<file path="config.mk">
export PLATFORM = sky130hd
export DESIGN_NAME = id_operand_stage
export DESIGN_NICKNAME = d
export VERILOG_FILES = /design/src/rtl/id_operand_stage_pkg.sv /design/src/rtl/id_operand_stage_mux.sv /design/src/rtl/id_operand_stage.sv
export SDC_FILE = /design/constraint.sdc
export NUM_CORES = 1
export LEC_CHECK = 0
export CORE_ASPECT_RATIO = 0.7
export CORE_MARGIN = 4
export CORE_UTILIZATION = 40
export CTS_BUF_LIST = sky130_fd_sc_hd__clkbuf_8
export CTS_CLUSTER_SIZE = 14
export DETAILED_ROUTE_END_ITERATION = 16
export GPL_ROUTABILITY_DRIVEN = 0
export PLACE_DENSITY = 0.95
export SLEW_MARGIN = 20
export SYNTH_ARGS = -nofsm -noshare
export SYNTH_HDL_FRONTEND = slang
export SYNTH_SLANG_ARGS = --single-unit
</file>
<file path="constraint.sdc">
create_clock -name clk_i -period 2.4 [get_ports clk_i]
set_clock_uncertainty 0.1 [all_clocks]
set_input_delay 0.24 -clock clk_i [delete_from_list [all_inputs] [get_ports clk_i]]
set_output_delay 0.24 -clock clk_i [all_outputs]
set_load 0.02 [all_outputs]
</file>
<file path="src/rtl/id_operand_stage_pkg.sv">
// Shared decode constants and operand-select helper for the ID operand stage.
package id_operand_stage_pkg;

  localparam int DATA_WIDTH  = 32;
  localparam int RDATA_WIDTH = 32;

  localparam logic [31:0] ZERO = 32'h0000_0000;
  localparam logic [31:0] NOP  = 32'h0000_0013;

  localparam logic [6:0] INST_TYPE_I = 7'b0010011;
  localparam logic [6:0] INST_TYPE_R = 7'b0110011;
  localparam logic [6:0] INST_LUI    = 7'b0110111;

  localparam logic [2:0] FUNCT3_SLL = 3'b001;
  localparam logic [2:0] FUNCT3_SRX = 3'b101;

  typedef enum logic [2:0] {
    OPS_NONE,
    OPS_SHAMT,
    OPS_IMM,
    OPS_REG,
    OPS_UPPER
  } op_sel_e;

  function automatic op_sel_e op_sel(input logic [6:0] opcode, input logic [2:0] funct3);
    op_sel_e sel;
    sel = OPS_NONE;
    if (opcode == INST_TYPE_I) begin
      sel = (funct3 == FUNCT3_SLL || funct3 == FUNCT3_SRX) ? OPS_SHAMT : OPS_IMM;
    end else if (opcode == INST_TYPE_R) begin
      sel = OPS_REG;
    end else if (opcode == INST_LUI) begin
      sel = OPS_UPPER;
    end
    return sel;
  endfunction

endpackage

</file>
<file path="src/rtl/id_operand_stage_mux.sv">
// Combinational operand former: immediates, x0 masking, optional writeback bypass.
// Bypass from the writeback port is compiled in with `define ID_FORWARD_EN.
module id_operand_mux
  import id_operand_stage_pkg::*;
#(
  parameter int DATA_WIDTH = 32,
  parameter int INST_WIDTH = 32
) (
  input  logic [INST_WIDTH-1:0] inst,
  input  logic [4:0]            reg1_raddr,
  input  logic [4:0]            reg2_raddr,
  input  logic [DATA_WIDTH-1:0] reg1_rdata,
  input  logic [DATA_WIDTH-1:0] reg2_rdata,
  input  logic                  wb_we,
  input  logic [4:0]            wb_waddr,
  input  logic [DATA_WIDTH-1:0] wb_wdata,
  output logic [DATA_WIDTH-1:0] op1,
  output logic [DATA_WIDTH-1:0] op2
);

  logic signed [DATA_WIDTH-1:0] imm_i;
  logic        [DATA_WIDTH-1:0] imm_shamt;
  logic        [DATA_WIDTH-1:0] imm_u;
  logic        [DATA_WIDTH-1:0] rs1_val;
  logic        [DATA_WIDTH-1:0] rs2_val;
  logic                         unused_inst;
  op_sel_e                      sel;

  assign sel         = op_sel(inst[6:0], inst[14:12]);
  assign imm_i       = DATA_WIDTH'($signed(inst[31:20]));
  assign imm_shamt   = DATA_WIDTH'(inst[24:20]);
  assign imm_u       = DATA_WIDTH'({inst[31:12], 12'b0});
  assign unused_inst = ^inst[11:7];

`ifdef ID_FORWARD_EN
  // Bypass only on a live, non-x0 write that targets an address actually being read.
  assign rs1_val = (reg1_raddr == 5'd0) ? '0 :
                   (wb_we && wb_waddr == reg1_raddr) ? wb_wdata : reg1_rdata;
  assign rs2_val = (reg2_raddr == 5'd0) ? '0 :
                   (wb_we && wb_waddr == reg2_raddr) ? wb_wdata : reg2_rdata;
`else
  logic unused_wb;
  assign unused_wb = ^{wb_we, wb_waddr, wb_wdata};
  assign rs1_val   = (reg1_raddr == 5'd0) ? '0 : reg1_rdata;
  assign rs2_val   = (reg2_raddr == 5'd0) ? '0 : reg2_rdata;
`endif

  always_comb begin
    op1 = '0;
    op2 = '0;
    case (sel)
      OPS_SHAMT: begin op1 = rs1_val; op2 = imm_shamt; end
      OPS_IMM:   begin op1 = rs1_val; op2 = imm_i;     end
      OPS_REG:   begin op1 = rs1_val; op2 = rs2_val;   end
      OPS_UPPER: begin op1 = imm_u;   op2 = '0;        end
      default:   begin op1 = '0;      op2 = '0;        end
    endcase
  end

endmodule

</file>
<file path="src/rtl/id_operand_stage.sv">
// Decode/operand-fetch stage: register-file read addressing and the ID/EX register.
// Optional writeback bypass is enabled by `define ID_FORWARD_EN.
module id_operand_stage
  import id_operand_stage_pkg::*;
#(
  parameter int                    DATA_WIDTH = 32,
  parameter int                    INST_WIDTH = 32,
  parameter logic [INST_WIDTH-1:0] NOP_INST   = 32'h0000_0013
) (
  input  logic                  clk_i,
  input  logic                  rst_i,
  input  logic [INST_WIDTH-1:0] inst_i,
  input  logic                  inst_valid_i,
  input  logic                  stall_i,
  input  logic                  flush_i,
  output logic [4:0]            reg1_raddr_o,
  output logic [4:0]            reg2_raddr_o,
  input  logic [DATA_WIDTH-1:0] reg1_rdata_i,
  input  logic [DATA_WIDTH-1:0] reg2_rdata_i,
  input  logic                  wb_we_i,
  input  logic [4:0]            wb_waddr_i,
  input  logic [DATA_WIDTH-1:0] wb_wdata_i,
  output logic [DATA_WIDTH-1:0] op1_o,
  output logic [DATA_WIDTH-1:0] op2_o,
  output logic [INST_WIDTH-1:0] inst_o,
  output logic [4:0]            rd_o,
  output logic                  valid_o
);

  logic [6:0]            opcode_p0;
  logic [DATA_WIDTH-1:0] op1_p0;
  logic [DATA_WIDTH-1:0] op2_p0;

  logic [DATA_WIDTH-1:0] op1_p1;
  logic [DATA_WIDTH-1:0] op2_p1;
  logic [INST_WIDTH-1:0] inst_p1;
  logic [4:0]            rd_p1;
  logic                  vld_p1;

  assign opcode_p0 = inst_i[6:0];

  always_comb begin
    reg1_raddr_o = 5'd0;
    reg2_raddr_o = 5'd0;
    if (opcode_p0 == INST_TYPE_I || opcode_p0 == INST_TYPE_R) begin
      reg1_raddr_o = inst_i[19:15];
    end
    if (opcode_p0 == INST_TYPE_R) begin
      reg2_raddr_o = inst_i[24:20];
    end
  end

  id_operand_mux #(
    .DATA_WIDTH (DATA_WIDTH),
    .INST_WIDTH (INST_WIDTH)
  ) u_mux (
    .inst       (inst_i),
    .reg1_raddr (reg1_raddr_o),
    .reg2_raddr (reg2_raddr_o),
    .reg1_rdata (reg1_rdata_i),
    .reg2_rdata (reg2_rdata_i),
    .wb_we      (wb_we_i),
    .wb_waddr   (wb_waddr_i),
    .wb_wdata   (wb_wdata_i),
    .op1        (op1_p0),
    .op2        (op2_p0)
  );

  // ID/EX boundary: an invalid input slot is loaded as a bubble, same as a flush.
  always_ff @(posedge clk_i) begin
    if (rst_i || flush_i || (!stall_i && !inst_valid_i)) begin
      op1_p1  <= '0;
      op2_p1  <= '0;
      inst_p1 <= NOP_INST;
      rd_p1   <= 5'd0;
      vld_p1  <= 1'b0;
    end else if (!stall_i) begin
      op1_p1  <= op1_p0;
      op2_p1  <= op2_p0;
      inst_p1 <= inst_i;
      rd_p1   <= inst_i[11:7];
      vld_p1  <= 1'b1;
    end
  end

  assign op1_o   = op1_p1;
  assign op2_o   = op2_p1;
  assign inst_o  = inst_p1;
  assign rd_o    = rd_p1;
  assign valid_o = vld_p1;

endmodule
</file>
==> flow_metrics.tcl, run 1 <==
set metrics [dict create \
    cell_accounting_for_the_most_synthesized_area "dfxtp_1" \
    finalCriticalPeriod_ns 2.36 \
    power_frac_comb_pct 12.7 \
    seq_power_share_pct 49.1 \
    clock_insertion_delay_worst_skew_ns 0.35 \
    synthTopCellsByArea "dfxtp_1 (51%), mux2i_1 (9.0%), a221o_1 (5.3%)" \
    reg2reg_slack_ns 1.43 \
    finalNetCount 727 \
    h-tree-depth 3 \
    max_slew_margin_pct 39.0 \
    dp_worst_setup_slack_ns -0.0994 \
    yosys_most_used_dff "dfxtp_1" \
    dpl-instance-area_um2 6040 \
    dpl.cell_count 701 \
    worstMarginPinSlew_ns 0.914 \
    num_antenna_cells 0 \
    syn-instance-count 380 \
    core_area_um2 9140 \
    sinks_on_clock_net 97 \
    p_int_mw 2.58 \
    netlist_area_um2 3780 \
    firstDrtPassIters 4 \
    power_density_nw_per_um2 529 \
    die_y_um 89.4 \
    design.die.area_um2 11100 \
    cp_max_fo 5 \
    syn_to_final_growth_pct 66.4 \
    grt_first_pass_wirelength_um 20000 \
    timing.final.max_slew_violations 0 \
    crit_end "reg2_raddr_o[2]" \
    seq_area_frac_synth_pct 51.3 \
    post-cts-setup-buffers 0 \
    finish.cell_count_without_fillers 717 \
    track_usage_pct 22.7 \
    setup.worst_path.start "inst_i[0]" \
    drive_gt1_share_pct 9.78 \
    leakage_power_figure_nw 2.58 \
    power.switching_uw 746 \
    power.share.switching_pct 22.4 \
    setup_repair_after_global_routing_missed_its_margin "false" \
    most_common_library_cells_after_synthesis "dfxtp_1 (97), mux2i_1 (34), nor2_1 (33)" \
    cell_with_the_most_instances_after_synthesis "dfxtp_1" \
    finalInstanceArea_um2 6290 \
    cts_buffer_depth 2 \
    netlist.area_leader.share_pct 51.3 \
    tritoncts "yes" \
    post-route-drc-count 0 \
    worst_setup_hold_path_clk_slew_ns 0.09 \
    finalCoreUtilization_pct 68.8 \
    edff_count_synth 0 \
    timing_hold_violations_final 0 \
    syn-mean-instance-area_um2 9.95 \
    ir_drop_v 0.000439 \
    share_clk_of_total_power_pct 38.2 \
    r2r_cells 2 \
    cts_inserted_buffers 9 \
    route.antenna.remaining_nets 0 \
    finalSetupViolCount 0 \
    cp.arrival_ns 2.02 \
    grt_max_degree 39 \
    crit-reg2reg-capture "op1_o[28]" \
    overall_overflow_remaining_after_global_route 0 \
    place.detailed.hpwl_um 10000 \
    critPathKind "in2out" \
    floorplan.initialDensity_pct 41.4 \
    yosysWarnings 0 \
    cts.hold.buffers_added 0 \
    pin_count 251 \
    synth.ff_latch_count 97 \
    row_count 29 \
    maximum_capacitance_violations 0 \
    detail_route.vias_per_cell 5.29 \
    floorplan.die.width_um 124 \
    setup_slack_ns 0.0399 \
    final.period_utilization_pct 98.3 \
    via_count 3794 \
    initial_antenna_violation_count 0 \
    hold_path_class "in2reg" \
    synth.net_count 519 \
    endpoint_kind "primary output" \
    asyncSetResetFlopFracSynth_pct 0 \
    run_status "complete, no violations" \
    synth_cell_type_count 33 \
    critPathLaunchType "input port" \
    first_global_vias 3859 \
    timing.fmax_ghz 0.424 \
    worst_hold_startpoint "reg2_rdata_i[10]" \
    port-buffer-count 212 \
    rr_startpoint "op1_o[28]" \
    detail_route.iter0.violations 159 \
    cts_resized 0 \
    cts_root_buf "clkbuf_8" \
    critPathRequiredTime_ns 2.06 \
    routed_wirelength_um 13200 \
    wire_length_per_cell_after_detailed_routing_um 18.4 \
]
per-layer routing:
layer | track usage (%) | vias up | share of wire, %
li1 | - | 1777 | -
met1 | 26.0 | 1843 | 41
met2 | 39.6 | 156 | 49
met3 | 8.78 | 18 | 7.8
met4 | 7.66 | 0 | 1.6
met5 | 0 | - | 0
power by group through the flow:
stage	combinational (mW)	clock [mW]	sequential (mW)
4_1_cts	0.424	1.30	1.63
3_5_place_dp	0.423	0	1.67
2_1_floorplan	0.141	0	1.69
6_report	0.424	1.27	1.63
3_3_place_gp	0.412	0	1.67
5_1_grt	0.451	1.36	1.64
layout make-up:
cell class | count | area, um^2
clock inverters | 6 | 105
flip-flops and latches | 97 | 1940
fillers | 718 | 2850
well taps | 124 | 155
repair buffers | 232 | 2300
multi-input cells | 246 | 1640
inverters | 2 | 7.51
clock buffers | 10 | 138
worst min-delay path by stage:
stage	to	slack, ns	cells past startpoint
after global placement	op2_o[25]	0.33	2
after floorplan	op1_o[0]	0.27	1
final	op2_o[10]	0.33	3
after CTS	op2_o[10]	0.31	3
after global routing	op2_o[8]	0.31	3
after detailed placement	op2_o[20]	0.34	2
metrics by stage:
step	hold WS (ns)	power (mW)	TNS (ns)
6_report	0.335	3.33	0
4_1_cts	0.312	3.36	0
3_5_place_dp	0.339	2.09	-1.71
2_1_floorplan	0.266	1.83	0
5_1_grt	0.310	3.45	0
3_3_place_gp	0.332	2.08	0
kinds of logic (layout without fill, tap and decap cells):
group                  Yosys count  after routing  synth area share (%)
AOI/OAI and AO/OA               94             94                  18.8
and+or+nand+nor                118            118                  15.4
DFF                             97             97                  51.3
buffers and inverters           37            250                  5.49
muxes                           34             34                  9.00
critical path, cell delays in order:
cell	delay, ns
clkdlybuf4s50_1	0.48
and4bb_2	0.27
and2_1	0.23
and3_1	0.18
clkdlybuf4s50_1	0.61
state kept, by name, summed over array words and instances, names as in the netlist:
name and cells:
inst_o 32, op1_o 32, op2_o 32, valid_o 1
cells in the final DEF, fill, tap and decap left out, drive strengths merged, types with 10 or more instances in the layout:
master / synthesis / layout
a21oi: 23 / 23
a22o: 12 / 12
nand2: 32 / 32
mux2i: 34 / 34
a221o: 20 / 20
and3: 30 / 30
o21ai: 28 / 28
buf: 19 / 21
clkdlybuf4s50: 0 / 207
nor2: 34 / 34
clkbuf: 16 / 10
dfxtp: 97 / 97
Power figures use the tool's default switching activity.
==> inputs of run 2 (changes only) <==
CORE_UTILIZATION = 37   (was 40)
PLACE_DENSITY = 0.94   (was 0.95)
clock period = 2.53 ns   (was 2.4 ns; I/O delays follow)
==> flow_metrics.tcl, run 2 (same netlist as run 1, synthesis figures left out) <==
set metrics [dict create \
    total_power_mw 2.85 \
    core_area_um2 9830 \
    timing.critical_path.slowest_cell_delay_ns 0.61 \
    critPathKind "in2out" \
    crit_path_cell_chain "clkdlybuf4s50_1 -> and4bb_2 -> and2_1 -> and3_1 -> clkdlybuf4s50_1" \
    finalSetupViolCount 0 \
    num_antenna_cells 0 \
    run_status "complete, no violations" \
    worstMarginPinSlew_ns 0.970 \
    first_global_vias 3791 \
    mostFrequentLayoutCells "clkdlybuf4s50_1 (211), dfxtp_1 (97), mux2i_1 (34), nor2_1 (33), nand2_1 (32)" \
    maximum_capacitance_violations 0 \
    ir_drop_v 0.000266 \
    firstDrtPassIters 4 \
    floorplan.initialDensity_pct 38.5 \
    worst_setup_hold_path_clk_slew_ns 0.09 \
    initial_antenna_violation_count 0 \
    setup_repair_after_global_routing_missed_its_margin "false" \
    place.detailed.hpwl_um 10000 \
    overall_overflow_remaining_after_global_route 0 \
    finish.cell_count_without_fillers 719 \
    cts_buffer_depth 2 \
    port-buffer-count 212 \
    cts_inserted_buffers 9 \
    design.die.area_um2 11900 \
    dpl.cell_count 703 \
    via_count 3709 \
    dp_worst_setup_slack_ns 0.0456 \
    final.period_utilization_pct 96.9 \
    drive_gt1_share_pct 8.97 \
    power_density_nw_per_um2 461 \
    post-route-drc-count 0 \
    syn_to_final_growth_pct 63.5 \
    pin_count 251 \
    post-cts-setup-buffers 0 \
    cpMostUsedCell "clkdlybuf4s50_1" \
    detail_route.vias_per_cell 5.16 \
    grt_max_degree 38 \
    critical-path-slowest-cell "clkdlybuf4s50_1" \
    detail_route.iter0.violations 125 \
    grt_first_pass_wirelength_um 19900 \
    h-tree-depth 3 \
    timing_hold_violations_final 0 \
    max_slew_margin_pct 35.1 \
    tritoncts "yes" \
    sinks_on_clock_net 97 \
    finalCriticalPeriod_ns 2.45 \
    critPathLaunchType "input port" \
    cp.arrival_ns 2.10 \
    hold_path_class "in2reg" \
    critPathRequiredTime_ns 2.18 \
    cts.hold.buffers_added 0 \
    fin_setup_tns_ns 0 \
    timing.fmax_ghz 0.408 \
    floorplan.die.width_um 129 \
    cts_root_buf "clkbuf_8" \
    final_common_cell "clkdlybuf4s50_1" \
    die_y_um 92.6 \
    endpoint_kind "primary output" \
    leakage_power_figure_nw 2.46 \
    finalCoreUtilization_pct 62.9 \
    cp_max_fo 5 \
    wire_length_per_cell_after_detailed_routing_um 18.3 \
    row_count 30 \
    cts_resized 0 \
    routed_wirelength_um 13100 \
    route.antenna.remaining_nets 0 \
    track_usage_pct 21.2 \
    timing.final.max_slew_violations 0 \
    setup_slack_ns 0.0789 \
    clock_insertion_delay_worst_skew_ns 0.35 \
    finalNetCount 725 \
]
==> run 2: changes by cell type in the layout (fill, tap and decap cells not counted), moves of 2 or more <==
cell,change
clkdlybuf4s50_1,+4
dlymetal6s2s_1,-4
bufinv_16,-3
buf_12,-2
clkinv_2,-2
clkinvlp_4,+2
inv_1,+2
==> run 2: final cells by class <==
type / count / area (um^2)
clock buffer: 10 / 138
clock inverter: 6 / 36.3
fill: 794 / 3650
inverter: 2 / 7.51
multi-input combinational: 246 / 1650
sequential: 97 / 1940
tap: 128 / 160
timing repair buffer: 230 / 2250
==> run 2: layer usage <==
| metal | routed length (um) | GRT usage [%] | vias up | share of wire [%] |
|---|---|---|---|---|
| met5 | 0 | 0 | - | 0 |
| met4 | 303 | 7.43 | 0 | 2.3 |
| met3 | 1120 | 7.84 | 26 | 8.6 |
| met2 | 6210 | 35.2 | 159 | 47 |
| met1 | 5500 | 25.0 | 1750 | 42 |
| li1 | - | - | 1774 | - |
==> run 2: per-stage QoR <==
stage	cell area (um^2)	hold slack, ns
final	6180	0.167
after global routing	6180	0.183
after CTS	6180	0.150
after detailed placement	6010	0.338
after global placement	6010	0.333
after floorplan	3780	0.279
==> run 2: final timing paths <==
| check | from | endpoint | slack, ns | depth (start not counted) |
|---|---|---|---|---|
| setup / recovery | inst_i[3] | reg2_raddr_o[0] | 0.08 | 5 |
| hold / removal | stall_i | inst_o[18] | 0.17 | 3 |
| setup reg to reg | op1_o[15] | op1_o[15] | 1.55 | 2 |
| hold reg to reg | op2_o[20] | op2_o[20] | 0.35 | 2 |
==> run 2: report_power, final <==
| part | leakage (nW) | internal [mW] | switching [mW] |
|---|---|---|---|
| clock network | 0.0909 | 0.378 | 0.523 |
| logic | 1.58 | 0.226 | 0.172 |
| registers | 0.784 | 1.54 | 0.00875 |
==> run 2: critical path: cells and delay by family <==
kind | cells | cell delay, ns
simple gates | 3 | 0.80
buf+inv | 2 | 1.05
